**src/rtl/demux_4_out.sv**
```systemverilog
// demux_4_out: 1-to-4 registered demultiplexer with a single-entry holding register per output lane.
// Define DEMUX_CNT_EN to add saturating per-lane delivery counters (cnt_clr, cnt0..cnt3).
module demux_4_out #(
    parameter int DATA_W = 64
`ifdef DEMUX_CNT_EN
    ,
    parameter int CNT_W  = 16
`endif
) (
    input  logic              clk,
    input  logic              reset,
    input  logic              in_valid,
    output logic              in_ready,
    input  logic [1:0]        in_sel,
    input  logic [DATA_W-1:0] in_data,
    output logic [3:0]        out_valid,
    input  logic [3:0]        out_ready,
    output logic [DATA_W-1:0] out_data0,
    output logic [DATA_W-1:0] out_data1,
    output logic [DATA_W-1:0] out_data2,
    output logic [DATA_W-1:0] out_data3
`ifdef DEMUX_CNT_EN
    ,
    input  logic              cnt_clr,
    output logic [CNT_W-1:0]  cnt0,
    output logic [CNT_W-1:0]  cnt1,
    output logic [CNT_W-1:0]  cnt2,
    output logic [CNT_W-1:0]  cnt3
`endif
);

    logic [DATA_W-1:0] lane_data [4];
    logic [3:0]        lane_valid;
    logic              accept;
    logic [3:0]        accept_lane;
    logic [3:0]        transfer;

    // Only the selected lane can stall the input; a full lane being drained this cycle still accepts.
    assign in_ready    = !lane_valid[in_sel] || out_ready[in_sel];
    assign accept      = in_valid && in_ready;
    assign accept_lane = accept ? (4'b0001 << in_sel) : 4'b0000;
    assign transfer    = lane_valid & out_ready;

    for (genvar i = 0; i < 4; i++) begin : g_lane
        always_ff @(posedge clk or posedge reset) begin
            if (reset) begin
                lane_data[i]  <= '0;
                lane_valid[i] <= 1'b0;
            end else if (accept_lane[i]) begin
                lane_data[i]  <= in_data;
                lane_valid[i] <= 1'b1;
            end else if (transfer[i]) begin
                lane_valid[i] <= 1'b0;
            end
        end
    end

    assign out_valid = lane_valid;
    assign out_data0 = lane_data[0];
    assign out_data1 = lane_data[1];
    assign out_data2 = lane_data[2];
    assign out_data3 = lane_data[3];

`ifdef DEMUX_CNT_EN
    logic [CNT_W-1:0] lane_cnt [4];

    // Clear has priority over a same-cycle transfer; counts stick at all-ones.
    for (genvar i = 0; i < 4; i++) begin : g_cnt
        always_ff @(posedge clk or posedge reset) begin
            if (reset) begin
                lane_cnt[i] <= '0;
            end else if (cnt_clr) begin
                lane_cnt[i] <= '0;
            end else if (transfer[i] && (lane_cnt[i] != '1)) begin
                lane_cnt[i] <= lane_cnt[i] + 1'b1;
            end
        end
    end

    assign cnt0 = lane_cnt[0];
    assign cnt1 = lane_cnt[1];
    assign cnt2 = lane_cnt[2];
    assign cnt3 = lane_cnt[3];
`endif

endmodule

```
**config.mk**
```make
export PLATFORM = sky130hd
export DESIGN_NAME = demux_4_out
export DESIGN_NICKNAME = d
export VERILOG_FILES = /design/src/rtl/demux_4_out.sv
export SDC_FILE = /design/constraint.sdc
export NUM_CORES = 1
export LEC_CHECK = 0
export BUFFER_PORTS_ARGS = -buffer_cell sky130_fd_sc_hd__buf_2
export CORE_UTILIZATION = 45
export DETAILED_ROUTE_END_ITERATION = 12
export PLACE_DENSITY_LB_ADDON = 0.25
export SYNTH_ARGS = -nofsm -noshare
export SYNTH_HDL_FRONTEND = slang
export SYNTH_SLANG_ARGS = --single-unit
```
**constraint.sdc**
```tcl
create_clock -name clk -period 8.33 [get_ports clk]
set_clock_uncertainty 0.1 [all_clocks]
set_input_delay 1.666 -clock clk [delete_from_list [all_inputs] [get_ports clk]]
set_output_delay 1.666 -clock clk [all_outputs]
set_load 0.01 [all_outputs]
```
== Yosys cells after proc, flatten, opt, wreduce, memory -nomap -nowiden ==
Cells that the tools add are included.

* Flip-flop bits (word level): 260
* Output and inout port bits: 261
* Logic and storage cells: 31

* Order comparisons: 1
* Shifts and indexed selects: 1
* Multiplexer cells: 13
* Bitwise operators: 1
* Reduce and logical (&&, ||, !) cells: 7

{| class="wikitable"
|+ Operators with widths
! cell !! number
|-
| two-way mux 1 bit || 10
|-
| nonzero test 2 bit || 4
|-
| bitwise AND 4 bit || 1
|-
| binary-select mux 1 bit (select 2 bit) || 2
|-
| two-way mux 4 bit || 1
|-
| << shifter 1 x 2 -> 4 bit (first input constant) || 1
|-
| < comparator 2 x 3 -> 1 bit (second input constant) || 1
|-
| logical AND 1 bit || 1
|-
| zero test 1 bit || 1
|-
| logical OR 1 bit || 1
|}

== Logic depth before layout (Yosys ltp) ==
* Depth after elaboration: 7
* Gate-level depth with buffers: 5

== Worst setup path before layout ==
OpenSTA, ideal clock, no wires.

* Path type: input -> output
* Start point: input out_ready[3]
* End point: output in_ready
* Arrival: 2.311 ns
* Required time: 6.564 ns
* Setup slack: 4.253 ns
* Stages: 2
* Buffers on the path: 0
* Path through: nand2b_1 -> mux4_2

* Cells in the longest elaborated chain, start to end: 3

{| class="wikitable"
|+ RTL lines
! item !! RTL line !! text
|-
| start: declaration || 17 || <nowiki>input logic [3:0] out_ready,</nowiki>
|-
| binary-select mux 1 bit (select 2 bit) || 39 || <nowiki>assign in_ready = !lane_valid[in_sel] || out_ready[in_sel];</nowiki>
|-
| two-way mux 1 bit (not written as such) || 39 ||
|-
| logical OR 1 bit || 39 ||
|-
| end: declaration || 13 || <nowiki>output logic in_ready,</nowiki>
|}

Every way passes these cells. The select of a mux whose other input is x is not followed.

== Worst setup path after layout ==
Same ends and word-level chain as after synthesis.

==> impl_metrics.json <==
{
  "dp_hpwl_mm": 14.9,
  "crit_buf_inv": 2,
  "yosys_warnings": 0,
  "grt_pass1_vias": 6205,
  "ant_nets": 0,
  "ff2ff_setup_slack_ns": 6.17,
  "power_uw": 3610,
  "worstHoldPathType": "reg2reg",
  "synth_edf_count": 0,
  "fin_nets": 980,
  "cts-root-buf": "clkbuf_16",
  "r2r_cells": 4,
  "num_vias": 5987,
  "antenna_cells": 0,
  "hold_viol": 0,
  "tns_ns": 0,
  "postSynthCellCount": 560,
  "nFillCells": 1739,
  "yosysMostFrequentCell": "dfrtp_1",
  "setup_viol": 0,
  "placed_area_mm2": 0.0116,
  "gr-total-overflow": 0,
  "critPathTopFamily": "multiplexers",
  "irDropWorstVdd_uv": 192,
  "syn_to_final_growth_pct": 27.8,
  "wire_per_inst_um": 18.6,
  "grt_max_degree": 78,
  "ctsResizeCount": 0,
  "place_congestion": 0.735,
  "die_h_um": 149,
  "yosys.cell_types.count": 14,
  "numCtsBuffers": 29,
  "synth_top_area_cell": "dfrtp_1",
  "synth.area.top_cells": "dfrtp_1, mux2_2, mux2_1",
  "drc": 0,
  "worstMarginPinSlew_ns": 1.02,
  "max_clock_freq_ghz": 0.231,
  "grt_pass1_wl_mm": 34.2,
  "firstDrtPassIters": 4,
  "yosysSeqAreaShare_pct": 66.5,
  "rows": 53,
  "vias_per_cell": 4.99,
  "cts_tree": "built",
  "cp_cell_sequence": "buf_2, nand2b_1, mux4_2, buf_2",
  "fin_crit_sh_pct": 51.9,
  "synth_nets": 633,
  "slew_viol_final": 0,
  "cp_slowest_cell": "mux4_2",
  "path_clk_slew_ns": 0.06,
  "fin_util_pct": 59.1,
  "slowest_delay_ns": 0.47,
  "cap_viol_max_count": 0,
  "cp_num_cells": 4,
  "io_buffers": 333,
  "die_x_um": 149,
  "crit_end": "in_ready",
  "timing.rr.end": "out_data2[24]",
  "grt_usage_pct": 19.7,
  "endpoint_kind": "primary output",
  "critPathArrivalTime_ns": 2.56,
  "reg2reg_from": "out_valid[2]",
  "clock_path_buffers": 3,
  "wl_mm": 22.3,
  "path_max_fanout": 3,
  "start_util_pct": 46.2,
  "p_leak_uw": 0.00601,
  "coreArea_mm2": 0.0212,
  "drt_iter0_drc": 178,
  "hold_buffers": 0,
  "ys.flop_type": "dfrtp_1",
  "synth_seq_cells": 260,
  "slew_headroom_pct": 32.0,
  "cts.sinks": 260,
  "crit_required_ns": 6.56,
  "stdcell_area_mm2": 0.0125,
  "worst_setup_path_start_kind": "input pin",
  "period_needed_ns": 4.32,
  "post_cts_buffers": 0,
  "outcome": "finished clean",
  "rsz0062_at_grt": "no",
  "path_class": "in2out",
  "worstSetupStartpoint": "out_ready[3]",
  "p_per_area_mw_per_mm2": 289,
  "synthArstFlopShare_pct": 100,
  "clk_latency_ns": 0.53,
  "pin_count": 334,
  "cpMostUsedCell": "buf_2",
  "yosysTopAreaCellShare_pct": 66.5,
  "syn_area_per_cell_um2": 17.5,
  "fin_worst_hold_slack_ns": 0.382,
  "die_area_mm2": 0.0223,
  "ys_top_cells_by_count": "dfrtp_1, mux2_2, mux2_1",
  "htreeDepth": 1,
  "antenna_found_initial": 1,
  "synth.cell_area_mm2": 0.00978,
  "drive_above_1_share_pct": 58.4
}
## layer usage
| layer | vias to the layer above | part of all wire (%) | track usage, % |
|---|---|---|---|
| met2 | 223 | 49 | 32.7 |
| met1 | 3037 | 41 | 24.9 |
| met5 | - | 0.045 | 0 |
| met3 | 48 | 7.8 | 5.43 |
| met4 | 2 | 2.6 | 6.28 |
| li1 | 2677 | - | - |
## cells by family after synthesis
| logic type | Yosys count | synth area share, % |
|---|---|---|
| flip-flops | 260 | 66.5 |
| multiplexers | 257 | 29.7 |
| buffers and inverters | 29 | 2.93 |
| AND/OR/NAND/NOR | 12 | 0.742 |
| AO/OA/AOI/OAI | 2 | 0.102 |
## how the worst min path moves through the flow
stage | from | endpoint | slack (ns) | cells past startpoint
finish | out_data1[28] | out_data1[28] | 0.38 | 1
global route | out_data1[47] | out_data1[47] | 0.39 | 1
CTS | out_data2[41] | out_data2[41] | 0.38 | 1
detailed placement | out_data2[41] | out_data2[41] | 0.37 | 1
global placement | out_data0[55] | out_data0[55] | 0.36 | 1
floorplan | out_data0[49] | out_data0[49] | 0.43 | 1
## worst reg2reg max path: stages, from the launching register on
cell and delay, ns:
dfrtp_1 0.39, nand2b_1 0.12, nor3b_2 0.17, buf_4 0.78, mux2_2 0.49
## registers in the layout (all words and copies together), names as in the netlist
name and cells:
out_valid 4, out_data3 64, out_data2 64, out_data0 64, out_data1 64
## power by group
| group | switching, uW | internal (uW) |
|---|---|---|
| sequential | 124 | 1530 |
| combinational | 393 | 370 |
| clock | 486 | 709 |
| total | 1000 | 2610 |
## metrics by stage
step	setup WS, ns	cells
after floorplan	3.14	560
after global placement	4.04	1151
after detailed placement	4.00	1151
after CTS	4.00	1200
after global routing	3.98	1200
final	4.01	1200
## final cells by class
cell class | instances | area (um^2) | share of cell area (%)
clock buffers | 38 | 810 | 6.47
clock inverters | 11 | 90.1 | 0.720
inverters | 1 | 7.51 | 0.0600
multi-input cells | 271 | 3000 | 24.0
flip-flops and latches | 260 | 6510 | 52.0
well taps | 275 | 344 | 2.75
repair buffers | 344 | 1750 | 14.0
## cells in the final DEF, fill, tap and decap left out
cell type,netlist,layout
nand2b_1,5,5
mux2_2,147,147
o21ai_0,2,2
inv_6,0,2
nor3b_2,0,2
bufinv_16,0,1
nand2_1,3,3
clkbuf_8,0,5
buf_2,4,333
dfrtp_1,260,260
mux2_1,109,109
clkbuf_1,0,4
clkbuf_16,0,29
clkinv_2,0,7
nand4b_1,1,1
mux4_2,1,1
buf_4,2,11
nand4_1,1,1
clkinvlp_4,0,2
(Power assumes the default switching activity.)
